**config.mk**
```make
export PLATFORM = sky130hd
export DESIGN_NAME = rom_arbiter
export DESIGN_NICKNAME = d
export VERILOG_FILES = /design/src/rtl/rom_arbiter_pkg.sv /design/src/rtl/rom_arbiter_rr_picker.sv /design/src/rtl/rom_arbiter.sv
export SDC_FILE = /design/constraint.sdc
export NUM_CORES = 1
export LEC_CHECK = 0
export BUFFER_PORTS_ARGS = -buffer_cell sky130_fd_sc_hd__buf_2
export CELL_PAD_IN_SITES_DETAIL_PLACEMENT = 1
export CELL_PAD_IN_SITES_GLOBAL_PLACEMENT = 2
export CORE_ASPECT_RATIO = 2
export CORE_UTILIZATION = 25
export CTS_BUF_LIST = sky130_fd_sc_hd__clkbuf_4 sky130_fd_sc_hd__clkbuf_8 sky130_fd_sc_hd__clkbuf_16
export DETAILED_ROUTE_END_ITERATION = 7
export GPL_ROUTABILITY_DRIVEN = 0
export PLACE_DENSITY = 0.95
export SLEW_MARGIN = 20
export SYNTH_ARGS = -nofsm -noshare
export SYNTH_HDL_FRONTEND = slang
export SYNTH_SLANG_ARGS = --single-unit
```
**constraint.sdc**
```tcl
create_clock -name clk -period 4.5 [get_ports clk]
set_input_delay 0.45 -clock clk [delete_from_list [all_inputs] [get_ports clk]]
set_output_delay 0.45 -clock clk [all_outputs]
set_load 0.03 [all_outputs]
```
**src/rtl/rom_arbiter_pkg.sv**
```systemverilog
// Shared types and constants for the ROM burst arbiter.
// Burst lengths use a 4-bit field where 0 means 16 words.
package rom_arbiter_pkg;

  typedef enum logic [1:0] {
    IDLE  = 2'd0,
    ISSUE = 2'd1,
    DRAIN = 2'd2
  } state_t;

  localparam int LEN_W = 4;
  localparam logic [LEN_W:0] MAX_LEN = (LEN_W + 1)'(1 << LEN_W);

  function automatic logic [LEN_W:0] burst_len(
    input logic [LEN_W-1:0] f
  );
    return (f == '0) ? MAX_LEN : {1'b0, f};
  endfunction

endpackage

```
**src/rtl/rom_arbiter_rr_picker.sv**
```systemverilog
// Round-robin winner pick over the request vector.
// The pointer names the highest-priority requester.
module rr_picker #(
  parameter int NREQ = 4,
  parameter int ID_W = 2
) (
  input  logic            clk,
  input  logic            reset,
  input  logic [NREQ-1:0] req,
  input  logic            take,
  output logic            any,
  output logic [ID_W-1:0] win
);

  logic [ID_W-1:0] ptr_q;
  int idx;

  // first active request at or after the pointer, wrapping
  always_comb begin
    any = 1'b0;
    win = '0;
    idx = 0;
    for (int k = 0; k < NREQ; k++) begin
      idx = int'(ptr_q) + k;
      if (idx >= NREQ) idx = idx - NREQ;
      if (!any && req[idx]) begin
        any = 1'b1;
        win = ID_W'(idx);
      end
    end
  end

  // after a grant, the requester just past the winner leads
  always_ff @(posedge clk or negedge reset) begin
    if (!reset) begin
      ptr_q <= '0;
    end else if (take) begin
      ptr_q <= (int'(win) == NREQ - 1) ? '0 : win + 1'b1;
    end
  end

endmodule

```
**src/rtl/rom_arbiter.sv**
```systemverilog
// Shares one ROM port among NREQ burst requesters.
// Grants round-robin and streams each burst back in order.
module rom_arbiter
  import rom_arbiter_pkg::*;
#(
  parameter int NREQ   = 4,
  parameter int ADDR_W = 8,
  parameter int DATA_W = 32
) (
  input  logic                     clk,
  input  logic                     reset,
  input  logic [NREQ-1:0]          req,
  input  logic [NREQ*ADDR_W-1:0]   req_addr,
  input  logic [NREQ*4-1:0]        req_len,
  output logic [NREQ-1:0]          gnt,
  output logic                     rom_en,
  output logic [ADDR_W-1:0]        rom_addr,
  input  logic [DATA_W-1:0]        rom_data,
  output logic                     rd_valid,
  output logic [DATA_W-1:0]        rd_data,
  output logic [$clog2(NREQ)-1:0]  rd_id,
  output logic                     rd_last,
  output logic                     busy
);

  localparam int ID_W = $clog2(NREQ);

  state_t state_q, state_d;

  logic            any;
  logic [ID_W-1:0] win;
  logic            take;
  logic            issue;
  logic            at_end;

  logic [ADDR_W-1:0] sel_addr;
  logic [LEN_W-1:0]  sel_len;
  logic [ADDR_W-1:0] base_q;
  logic [LEN_W:0]    len_q;
  logic [LEN_W:0]    cnt_q;
  logic [ID_W-1:0]   own_q;
  logic [NREQ-1:0]   gnt_q;
  logic              rd_valid_q;
  logic              rd_last_q;
  logic [ID_W-1:0]   rd_id_q;

  assign issue  = (state_q == ISSUE);
  assign take   = (state_q == IDLE) && any;
  assign at_end = (cnt_q == len_q - 1'b1);

  rr_picker #(
    .NREQ (NREQ),
    .ID_W (ID_W)
  ) u_pick (
    .clk   (clk),
    .reset (reset),
    .req   (req),
    .take  (take),
    .any   (any),
    .win   (win)
  );

  // route the winner's address and length fields
  always_comb begin
    sel_addr = '0;
    sel_len  = '0;
    for (int i = 0; i < NREQ; i++) begin
      if (ID_W'(i) == win) begin
        sel_addr = req_addr[i*ADDR_W +: ADDR_W];
        sel_len  = req_len[i*LEN_W +: LEN_W];
      end
    end
  end

  // state register
  always_ff @(posedge clk or negedge reset) begin
    if (!reset) state_q <= IDLE;
    else        state_q <= state_d;
  end

  // next state: one burst, one drain cycle, back to idle
  always_comb begin
    state_d = state_q;
    unique case (state_q)
      IDLE:    if (any) state_d = ISSUE;
      ISSUE:   if (at_end) state_d = DRAIN;
      DRAIN:   state_d = IDLE;
      default: state_d = IDLE;
    endcase
  end

  // burst bookkeeping and the return pipeline stage
  always_ff @(posedge clk or negedge reset) begin
    if (!reset) begin
      base_q     <= '0;
      len_q      <= '0;
      cnt_q      <= '0;
      own_q      <= '0;
      gnt_q      <= '0;
      rd_valid_q <= 1'b0;
      rd_id_q    <= '0;
      rd_last_q  <= 1'b0;
    end else begin
      gnt_q      <= '0;
      rd_valid_q <= issue;
      rd_id_q    <= issue ? own_q : '0;
      rd_last_q  <= issue && at_end;
      if (take) begin
        gnt_q  <= NREQ'(1) << win;
        base_q <= sel_addr;
        len_q  <= burst_len(sel_len);
        own_q  <= win;
        cnt_q  <= '0;
      end else if (issue) begin
        cnt_q <= cnt_q + 1'b1;
      end
    end
  end

  assign gnt      = gnt_q;
  assign rom_en   = issue;
  assign rom_addr = issue ? base_q + ADDR_W'(cnt_q) : '0;
  assign rd_valid = rd_valid_q;
  assign rd_id    = rd_id_q;
  assign rd_last  = rd_last_q;
  assign rd_data  = rom_data;
  assign busy     = (state_q != IDLE);

endmodule

```
==> results.yml <==
global_routing:
  grt_max_degree: 33
  grt_pass1_wl_mm: 10.38
  grt_pass1_vias: 2189
  track_usage_pct: 14.00
  grt_overflow: 0
  antenna_found_initial: 0
die:
  core_um2: 8708
  die_y_um: 136.8
  initial_core_util_pct: 26.06
  die-area_um2: 9487
  num_io_pins: 136
  rows: 48
  die_width_um: 69.38
yosys:
  synth-edff-count: 0
  synth_top_area_share_pct: 35.28
  synth_cells: 270
  ys.warnings.count: 0
  synth_area_leader_cell: "dfrtp_1"
  synth_nets: 368
  synth_ff_type: "dfrtp_1"
  ys_types: 39
  synth_common_cells: "buf_4 (32), dfrtp_1 (32), nand2_1 (31), a21oi_1 (22), o21ai_0 (17)"
  mappedNetlistArea_um2: 2270
  synthTopCellsByArea: "dfrtp_1 (35%), buf_4 (11%), ha_1 (6.1%)"
  ys_ff_latch: 32
  postSynthAreaPerCell_um2: 8.406
  ys_seq_area_share_pct: 35.28
  synthArstFlopShare_pct: 100.0
final_layout:
  drive_gt1_share_pct: 27.04
  nNetsFinal: 404
  n_antenna_cell: 0
  synthToLayoutAreaGrowth_pct: 15.10
power:
  power_density_nw_per_um2: 763.6
  p_total_mw: 1.995
  p_leak_nw: 1.261
  peakVddDrop_v: 0.0002195
timing:
  fmax_ghz: 0.3402
  skew_ns: 0.005605
  setup_viol: 0
  finalHoldViolations: 0
  fin_crit_sh_pct: 65.32
  period_minus_slack_ns: 2.939
  worst_pin_slew_ns: 0.9699
  tns_ns: 0
  slew_headroom_pct: 35.10
  maxSlewViolCount: 0
  rsz0062_at_grt: "no"
clock_network:
  clock_latency_ns: 0.28
  tritoncts: "built"
  cts_buffer_depth: 2
  postCtsSetupBuffers: 0
  clk_pin_slew_ns: 0.05
  h-tree-depth: 2
  cts_buffers: 5
  cts-hold-fix-buffers: 0
  clock-sinks: 32
  root_buffer: "clkbuf_16"
  cts_resized: 0
critical_path:
  start_kind: "flop"
  cp_max_fo: 15
  crit_type: "reg2reg"
  reg2reg_depth: 10
  required_ns: 4.70
  endpoint_kind: "flop"
  cp.arrival_ns: 3.14
worst_hold_path:
  min_path_type: "in2async"
route:
  wl_per_cell_um: 15.25
  first_iter_violations: 43
  via_count: 2005
  drc: 0
  drtAntennaViolNets: 0
  routed_wl_mm: 6.207
  firstDrtPassIters: 4
  avgViaCountPerCell: 4.926
status:
  status: "finished clean"
place:
  port_buffers: 71
  dp_hpwl_mm: 5.048
run:
  drv_cap: 0
-- cells in the final DEF, fill, tap and decap left out, types with 8 or more instances in the layout --
master    count
ha_1         11
buf_2        71
a21oi_1      22
nor2_1       13
a221oi_1      8
nor2b_1       9
and2_1        9
inv_1        10
dfrtp_1      32
nand2_1      31
nor3_1       10
o21ai_0      17
-- state kept, by name (all words and copies together) (netlist names) --
| name | flops |
|---|---|
| len_q | 5 |
| rd_valid | 1 |
| u_pick.ptr_q | 2 |
| state_q | 2 |
| rd_id | 2 |
| base_q | 8 |
| cnt_q | 5 |
| gnt | 4 |
| own_q | 2 |
| rd_last | 1 |
-- stage by stage --
stage               worst slack [ns]  utilization [%]  cell area [um2]  hold slack (ns)  instances
finish                         1.561            30.00             2613           0.2137        407
global route                   1.292            30.00             2613           0.2733        407
CTS                            1.534            30.00             2613           0.2422        407
detailed placement             1.320            28.35             2469           0.4750        399
global placement               1.394            28.35             2469           0.4649        399
floorplan                      1.978                -             2270           0.1544        270
-- critical path, stage by stage (launching register included) --
cell and delay, ns:
dfrtp_1 0.40, nor2b_1 0.08, a21oi_1 0.11, o22ai_1 0.09, a21oi_1 0.33, ha_1 0.55, nor2b_1 0.31, a22oi_1 0.22
a21oi_1 0.11, or4_1 0.53, o21ai_1 0.12
-- cell families after synthesis --
family / after synthesis / share of synthesized area [%]
xor gates and xnor gates: 12 / 4.631
buffers and inverters: 54 / 14.72
DFF: 32 / 35.28
AOI/OAI and AO/OA: 70 / 18.58
adders and majority gates: 12 / 6.946
and+or+nand+nor: 89 / 19.35
muxes: 1 / 0.4961
-- final cells by class --
class	count	area (um2)
Clock buffer	5	125.1
Inverter	10	37.54
Timing Repair Buffer	73	370.4
Clock inverter	3	18.77
Sequential cell	32	800.8
Tap cell	100	125.1
Multi-Input combinational cell	184	1135
Fill cell	1070	6096
-- where the power goes --
part           leakage (nW)  internal (mW)  switching [mW]  total, mW
Sequential            0.407          0.406           0.113      0.519
Combinational         0.780          0.428           0.720       1.15
Clock                0.0736          0.203           0.125      0.328
Total                  1.26           1.04           0.958       2.00
-- path summary, 6_finish.rpt --
path / startpoint / to / slack, ns
worst max-delay path: u_pick.ptr_q[0] / len_q[4] / 1.56
worst min-delay path: reset / gnt[3] / 0.21
worst max register to register: u_pick.ptr_q[0] / len_q[4] / 1.56
worst min register to register: own_q[1] / rd_id[1] / 0.48
max in group asynchronous: reset / own_q[1] / 3.83
min in group clk: req_addr[27] / base_q[3] / 0.46
-- per-layer routing --
metal	vias up	share of wire [%]	global-route usage, %
met5	-	0	0
met4	0	5.3	11.22
met3	30	5.1	2.283
met2	61	55	26.16
met1	940	35	13.25
li1	974	-	-
(Power assumes the default switching activity.)
